$ cat src/rtl/gps_log_pkg.sv
// Shared definitions for the GPS IQ capture path.
//   cap_state_e     : capture controller states
//   LOG_DEPTH       : words in the downstream IQ log buffer
//   LOG_WORD_W      : width of one log buffer word
//   pairs_per_word  : number of {I,Q} pairs packed into one log word
package gps_log_pkg;

   localparam int LOG_DEPTH  = 1024;
   localparam int LOG_WORD_W = 16;

   typedef enum logic [1:0] {
      IDLE      = 2'd0,
      WAIT_TRIG = 2'd1,
      CAPTURE   = 2'd2,
      DONE      = 2'd3
   } cap_state_e;

   function automatic int pairs_per_word(input int samp_w);
      return LOG_WORD_W / (2 * samp_w);
   endfunction

endpackage

$ cat src/rtl/gps_iq_pack.sv
// Packs kept {I,Q} sample pairs MSB-first into log words.
//   clk, rst     : clock, synchronous active-low reset
//   clear_i      : drop any partial word and restart at the first slot
//   load_i       : pair_i is a kept pair this cycle
//   pair_i       : {samp_i, samp_q}
//   word_rdy_o   : this load completes a word (combinational)
//   word_o       : completed word, valid together with word_rdy_o
module gps_iq_pack
   import gps_log_pkg::*;
#(
   parameter int SAMP_W = 2
) (
   input  logic                    clk,
   input  logic                    rst,
   input  logic                    clear_i,
   input  logic                    load_i,
   input  logic [2*SAMP_W-1:0]     pair_i,
   output logic                    word_rdy_o,
   output logic [LOG_WORD_W-1:0]   word_o
);

   localparam int PAIR_W = 2 * SAMP_W;
   localparam int PPW    = pairs_per_word(SAMP_W);
   localparam int CNT_W  = (PPW > 1) ? $clog2(PPW) : 1;

   // Only the low bits need storing: the incoming pair is appended
   // combinationally, so the final pair never waits a cycle.
   logic [LOG_WORD_W-PAIR_W-1:0] sr_q, sr_d;
   logic [CNT_W-1:0]             cnt_q, cnt_d;

   assign word_o     = {sr_q, pair_i};
   assign word_rdy_o = load_i && (cnt_q == CNT_W'(PPW - 1));

   always_comb begin
      sr_d  = sr_q;
      cnt_d = cnt_q;
      if (clear_i) begin
         sr_d  = '0;
         cnt_d = '0;
      end else if (load_i) begin
         sr_d  = word_o[LOG_WORD_W-PAIR_W-1:0];
         cnt_d = word_rdy_o ? '0 : cnt_q + 1'b1;
      end
   end

   always_ff @(posedge clk) begin
      if (!rst) begin
         sr_q  <= '0;
         cnt_q <= '0;
      end else begin
         sr_q  <= sr_d;
         cnt_q <= cnt_d;
      end
   end

endmodule

$ cat src/rtl/gps_iq_capture.sv
// GPS IQ capture front end: arm, optional epoch trigger, decimation,
// packing and a bounded run of write strobes into the IQ log buffer.
//   clk, rst            : clock, synchronous active-low reset
//   arm, abort, trig    : host start, host abort, code-epoch pulse
//   samp_vld/i/q        : raw sampler pairs
//   decim, nwords       : keep ratio and word count, latched at arm
//   log_wr, log_data    : one-cycle write strobe and packed word
//   busy, done          : WAIT_TRIG|CAPTURE, DONE
//   word_cnt            : words written since the last arm
//
// state     | meaning
// IDLE      | waiting for arm
// WAIT_TRIG | armed, waiting for the code epoch
// CAPTURE   | decimating and packing, writing words
// DONE      | record complete, extra samples ignored
module gps_iq_capture
   import gps_log_pkg::*;
#(
   parameter int SAMP_W    = 2,
   parameter int DECIM_W   = 8,
   parameter int LOG_DEPTH = gps_log_pkg::LOG_DEPTH,
   parameter int TRIG_EN   = 1
) (
   input  logic                    clk,
   input  logic                    rst,
   input  logic                    arm,
   input  logic                    abort,
   input  logic                    trig,
   input  logic                    samp_vld,
   input  logic [SAMP_W-1:0]       samp_i,
   input  logic [SAMP_W-1:0]       samp_q,
   input  logic [DECIM_W-1:0]      decim,
   input  logic [10:0]             nwords,
   output logic                    log_wr,
   output logic [LOG_WORD_W-1:0]   log_data,
   output logic                    busy,
   output logic                    done,
   output logic [10:0]             word_cnt
);

   localparam int WCNT_W = 11;

   cap_state_e                state_q, state_d;
   logic [DECIM_W-1:0]        decim_q, decim_d;
   logic [DECIM_W-1:0]        dcnt_q, dcnt_d;
   logic [WCNT_W-1:0]         target_q, target_d;
   logic [WCNT_W-1:0]         wcnt_q, wcnt_d;
   logic                      log_wr_q, log_wr_d;
   logic [LOG_WORD_W-1:0]     log_data_q, log_data_d;
   logic [WCNT_W-1:0]         nwords_clamped;

   logic                      sampling;
   logic                      start;
   logic                      pack_clear;
   logic                      pack_load;
   logic                      word_rdy;
   logic [LOG_WORD_W-1:0]     pack_word;

   assign start = !abort && (state_q == IDLE || state_q == DONE) && arm;

   // The trig cycle itself already samples, so its pair can be the first.
   assign sampling = !abort &&
                     (state_q == CAPTURE || (state_q == WAIT_TRIG && trig));

   assign pack_clear = abort || start;
   assign pack_load  = sampling && samp_vld && (dcnt_q == '0);

   assign nwords_clamped = (nwords == '0 || nwords > WCNT_W'(LOG_DEPTH)) ?
                           WCNT_W'(LOG_DEPTH) : nwords;

   gps_iq_pack #(
      .SAMP_W (SAMP_W)
   ) u_pack (
      .clk        (clk),
      .rst        (rst),
      .clear_i    (pack_clear),
      .load_i     (pack_load),
      .pair_i     ({samp_i, samp_q}),
      .word_rdy_o (word_rdy),
      .word_o     (pack_word)
   );

   always_comb begin
      state_d    = state_q;
      decim_d    = decim_q;
      target_d   = target_q;
      dcnt_d     = dcnt_q;
      wcnt_d     = wcnt_q;
      log_wr_d   = 1'b0;
      log_data_d = log_data_q;

      if (abort) begin
         state_d = IDLE;
      end else begin
         unique case (state_q)
            IDLE, DONE: begin
               if (arm) begin
                  state_d  = (TRIG_EN != 0) ? WAIT_TRIG : CAPTURE;
                  decim_d  = decim;
                  target_d = nwords_clamped;
                  dcnt_d   = '0;
                  wcnt_d   = '0;
               end
            end
            WAIT_TRIG: begin
               if (trig) state_d = CAPTURE;
            end
            CAPTURE: ;
            default: state_d = IDLE;
         endcase

         if (sampling && samp_vld)
            dcnt_d = (dcnt_q == decim_q) ? '0 : dcnt_q + 1'b1;

         if (word_rdy) begin
            log_wr_d   = 1'b1;
            log_data_d = pack_word;
            wcnt_d     = wcnt_q + 1'b1;
            if (wcnt_d == target_q) state_d = DONE;
         end
      end
   end

   always_ff @(posedge clk) begin
      if (!rst) state_q <= IDLE;
      else      state_q <= state_d;
   end

   always_ff @(posedge clk) begin
      if (!rst) begin
         decim_q    <= '0;
         dcnt_q     <= '0;
         target_q   <= '0;
         wcnt_q     <= '0;
         log_wr_q   <= 1'b0;
         log_data_q <= '0;
      end else begin
         decim_q    <= decim_d;
         dcnt_q     <= dcnt_d;
         target_q   <= target_d;
         wcnt_q     <= wcnt_d;
         log_wr_q   <= log_wr_d;
         log_data_q <= log_data_d;
      end
   end

   assign log_wr   = log_wr_q;
   assign log_data = log_data_q;
   assign busy     = (state_q == WAIT_TRIG) || (state_q == CAPTURE);
   assign done     = (state_q == DONE);
   assign word_cnt = wcnt_q;

endmodule

$ cat config.mk
export PLATFORM = sky130hd
export DESIGN_NAME = gps_iq_capture
export DESIGN_NICKNAME = d
export VERILOG_FILES = /design/src/rtl/gps_log_pkg.sv /design/src/rtl/gps_iq_pack.sv /design/src/rtl/gps_iq_capture.sv
export SDC_FILE = /design/constraint.sdc
export NUM_CORES = 1
export LEC_CHECK = 0
export CORE_MARGIN = 8
export CORE_UTILIZATION = 59
export CTS_BUF_LIST = sky130_fd_sc_hd__clkbuf_2
export CTS_CLUSTER_SIZE = 40
export DETAILED_ROUTE_END_ITERATION = 10
export PLACE_DENSITY = 0.89
export SYNTH_ARGS = -nofsm -noshare
export SYNTH_HDL_FRONTEND = slang
export SYNTH_SLANG_ARGS = --single-unit
export TNS_END_PERCENT = 100
$ cat constraint.sdc
create_clock -name clk -period 5.3 [get_ports clk]
set_input_delay 1.06 -clock clk [delete_from_list [all_inputs] [get_ports clk]]
set_output_delay 1.06 -clock clk [all_outputs]
set_load 0.005 [all_outputs]
Yosys cells after proc, flatten, opt, wreduce, memory -nomap -nowiden
Cells that the tools add are included.

Flip-flop bits (word level): 71. Output and inout bits: 30.

Add/sub/neg operators: 3. Magnitude comparators: 1. Eq/ne operators: 6. Multiplexer cells: 15. Bitwise operators: 2. Reductions and logical operators: 27.

Operator list (count): 11-bit 2-to-1 mux (4); 8-bit 2-to-1 mux (4); 11-bit by 1-bit adder with 11-bit output, second input constant (1); 11-bit == test (1); 11-bit greater-than comparator, second input constant (1); 11-bit logical NOT (1); 2-bit 2-to-1 mux (5); 3-bit AND reduction (3); 8-bit by 1-bit adder with 8-bit output, second input constant (1); 8-bit == test (1); 8-bit logical NOT (1); 2-bit nonzero test (4); 1-bit logical AND (7); 2-bit == test, second input constant (3); 2-bit OR reduction (3); 1-bit logical OR (5); 2-bit one-hot mux with 2 select lines (1); 2-bit by 1-bit adder with 2-bit output, second input constant (1); 2-bit by 1-bit == test with 1-bit output, second input constant (1); 2-bit logical NOT (1); 1-bit NOT (2); 2-bit AND reduction (1); 1-bit logical NOT (1); 1-bit 2-to-1 mux (1).

Logic depth before layout (Yosys ltp)
Depth after elaboration: 9. Mapped depth: 9.

By module
From an unflattened synthesis, not the netlist that was laid out.

Cells, all modules: 433. Area total of the unflattened synthesis: 3618.5 µm².

Modules (own cells, without submodules): gps_iq_capture (times used 1, cells an instance 380, area each 3060.4 µm²); gps_iq_pack (times used 1, cells an instance 53, area each 558.0 µm²).

Worst setup path after synthesis
Ideal clock, no wire load.

Path kind: input to register. From: input port abort. To: register wcnt_q[10], in the netlist word_cnt[10]. Library setup time: 0.070 ns. Data arrival time: 2.795 ns. Required time: 5.230 ns. Slack: 2.434 ns. Cell stages on the path: 5. Cells stage by stage: or4b_4 > or4_1 > buf_2 > or4_1 > a21oi_1.

Word-level cells in the longest chain between the ends: 7. Elaborated cells between the ends (all ways): 10. Classes of those cells: mux: 1; bitwise: 1; reduce/logical: 8.

RTL lines: start: declaration (line gps_iq_capture.sv:27) `input logic abort,`; 1-bit logical NOT (line gps_iq_capture.sv:62) `assign sampling = !abort &&`; 1-bit logical AND (line gps_iq_capture.sv:62); 1-bit logical AND (2 in a row) (line gps_iq_capture.sv:66) `assign pack_load = sampling && samp_vld && (dcnt_q == '0);`; 1-bit logical AND (line gps_iq_pack.sv:32) `assign word_rdy_o = load_i && (cnt_q == CNT_W'(PPW - 1));`; 2-bit nonzero test (no line); 3-bit AND reduction (no line); end signal: assignment (line gps_iq_capture.sv:141) `wcnt_q <= wcnt_d;`; end: declaration (line gps_iq_capture.sv:47) `logic [WCNT_W-1:0] wcnt_q, wcnt_d;`.

Parallel ways exist; a longest one is shown, timed or not. A chain may end at the register's enable or synchronous reset.

Worst setup path after layout
Same ends and word-level chain as after synthesis.

==> impl_results.md <==
* Maximum operating frequency at 289 MHz
* Leading cell types by count after synthesis: 94 x nand2_1, 71 x dfxtp_1, 61 x a21oi_1
* Reg area at 1420 um^2
* Hold depth at 2
* Final antenna-violating net count at 0
* RR Endpoint: word_cnt[10]$_SDFFE_PN0P_
* Maximum VDD drop at 0.178 mV
* Number of global-route vias before repair at 3,193
* TritonCTS buffer count at 9
* Max-slew headroom at 0.280
* Post-synth EDFFs at 0
* Crit path arrival time at 3.91 ns
* Layout cells sized above 1 at 0.0583
* Final hold vios at 0
* Hold EP: log_data[14]$_SDFFE_PN0P_
* WS Path Type: in -> reg
* LEAKAGE at 1.46 nW
* Clock slew at reported path FFs at 0.20 ns
* Hold bufs inserted after CTS at 0
* Final setup violating endpoints at 0
* Setup TNS at 0 ns
* Tmin final at 3.46 ns
* Main flop type after synthesis: dfxtp_1
* Clock sink count at 71
* Core area at 5470 um^2
* Reg power frac at 0.566
* Root Driver: clkbuf_2
* Mapped Area at 3330 um^2
* Initial DRT Pass Iterations at 5
* Die W at 91.2 um
* Layout Utilization at 0.745
* Remaining DRCs at 0
* Cell count after synthesis at 425
* H-tree Lvls at 3
* Worst Skew at 0.0217 ns
* Worst-margin pin slew at 1.08 ns
* Mapped Nets at 462
* Die H at 91.2 um
* Int Power at 0.732 mW
* Via density at 5.88
* Status: completed
* Depth of the worst register-to-register path at 6
* Area share of the largest cell type after synthesis at 0.427
* Seq cells post-synth at 71
* Hold WC Path Type: reg -> reg
* Multi-input combinational cell area at 1790 um^2
* Largest area contributor in the netlist: dfxtp_1
* Switching Fraction at 0.239
* WL final at 8.63 mm
* FFs w/ async S/R, synth at 0
* Fin Hold WS at 0.466 ns
* Placement Rows at 27
* Crit path launch type: primary input
* Layout net count at 512
* Critical Path RT at 5.75 ns
* Starting density of the core at 0.609
* R2R Setup Slk at 2.28 ns
* Gpl congestion at 0.858
* Top post-synthesis cells by area: dfxtp_1 43%, nand2_1 11%, a21oi_1 9.2%, nor2_1 3.3%, ha_1 3.0%
* Synth warn at 0
* Total global-route track usage at 0.204
* Yosys cell types at 42
* Clk pwr share at 0.357
* Iter 0 DRT Violations at 239
* Register area share after synthesis at 0.427
* CTS max path bufs at 2
* Via count at 3,248
* First-pass GRT wire length at 14.3 mm
* Antenna cells at 0
* Pin count of the biggest net entering global routing at 35
* Antenna violations before repair at 0
* Final Worst Setup Slack at 1.84 ns
* Grt total ovfl at 0
* Worst r2r src: dcnt_q[0]$_SDFFE_PN0P_
* Die Area at 8310 um^2
* Post-placement worst setup slack at 1.34 ns
* Most numerous cell in the Yosys netlist: nand2_1
* RSZ-0062 raised after global routing: false
* Setup crit end kind: register
* Max-cap violations at 0
* DR WL/cell at 15.6 um
* Pwr/cell area at 236 nW/um^2
* Worst-path maximum fanout at 32
* Final Max Slew Viols at 0
* Hold path start: log_data[14]$_SDFFE_PN0P_
* Cts repair resizes at 0
* CTS tree: yes
* Pwr Total at 0.963 mW
* P&R area growth vs syn at 22.4%
* I/O Pins at 59
* Syn_area_per_cell at 7.84 um^2
* Comb pwr share at 0.077
* Clk_lat worst skew at 0.50 ns
* Post-CTS setup buffers at 0
* Dpl hpwl at 6.05 mm
* Port buffer count at 58
* NetSw at 0.231 mW
* Filler cells at 437
* Final Cycle Share at 0.654
final cells by class:
class                           instances  area share
Timing Repair Buffer                   62       0.150
Inverter                               11      0.0101
Multi-Input combinational cell        320       0.438
Tap cell                               72      0.0221
Clock buffer                           11      0.0135
Sequential cell                        71       0.349
Clock inverter                          5      0.0178
worst max-delay path, stage by stage:
cell and delay (ns):
clkdlybuf4s50_1 0.47, or4b_4 0.55, or4_1 1.01, or4_1 0.66
a21oi_1 0.16
registers in the layout, indices dropped and copies added, names as in the netlist:
signal,flops
state_q,2
word_cnt,11
u_pack.cnt_q,2
log_data,16
dcnt_q,8
log_wr,1
u_pack.sr_q,12
decim_q,8
target_q,11
cells by family (layout without fill, tap and decap cells):
| kind of cell | Yosys count | after routing | share of synthesized area |
|---|---|---|---|
| multiplexers | 2 | 2 | 0.00676 |
| XOR/XNOR | 21 | 21 | 0.0552 |
| flip-flops | 71 | 71 | 0.427 |
| AO/OA/AOI/OAI | 103 | 103 | 0.179 |
| adder cells (fa/ha/maj) | 8 | 8 | 0.0300 |
| AND/OR/NAND/NOR | 186 | 186 | 0.261 |
| buffers and inverters | 34 | 89 | 0.0409 |
how the worst max path moves through the flow:
stage	startpoint	to	slack, ns
detailed placement	abort	word_cnt[10]$_SDFFE_PN0P_	1.34
global placement	abort	word_cnt[10]$_SDFFE_PN0P_	1.39
CTS	abort	word_cnt[10]$_SDFFE_PN0P_	1.88
global route	abort	word_cnt[10]$_SDFFE_PN0P_	1.69
finish	abort	word_cnt[10]$_SDFFE_PN0P_	1.84
floorplan	abort	word_cnt[10]$_SDFFE_PN0P_	2.43
metal layers:
metal  GRT usage  vias up  routed length, um
met4      0.0996        0                222
li1            -     1565                  -
met2       0.366      141               4340
met1       0.228     1518               3490
met5           0        -                  0
met3      0.0362       24                582
power groups by stage:
stage | Combinational (mW) | Clock [mW] | Sequential, mW
4_1_cts | 0.0732 | 0.345 | 0.545
3_5_place_dp | 0.0722 | 0 | 0.556
3_3_place_gp | 0.0700 | 0 | 0.556
5_1_grt | 0.0798 | 0.367 | 0.546
6_report | 0.0741 | 0.343 | 0.545
2_1_floorplan | 0.0375 | 0 | 0.555
metrics by stage:
step	instance area, um^2	instances
3_5_place_dp	3950	536
2_1_floorplan	3330	425
4_1_cts	4080	552
5_1_grt	4080	552
3_3_place_gp	3950	536
6_report	4080	552
placed cells by master (no fill, tap or decap), drive strengths merged, types with 5 or more instances in the layout:
cell,netlist,final
xor2,10,10
clkdlybuf4s50,0,58
xnor2,11,11
nand2,94,94
ha,8,8
nor4,5,5
nand3,12,12
inv,11,11
nor2,29,29
a21oi,61,61
o211ai,5,5
dfxtp,71,71
clkbuf,20,11
nor2b,6,6
nand3b,12,12
o21ai,17,17
or3,6,6
and3,6,6
Power figures use the tool's default switching activity.
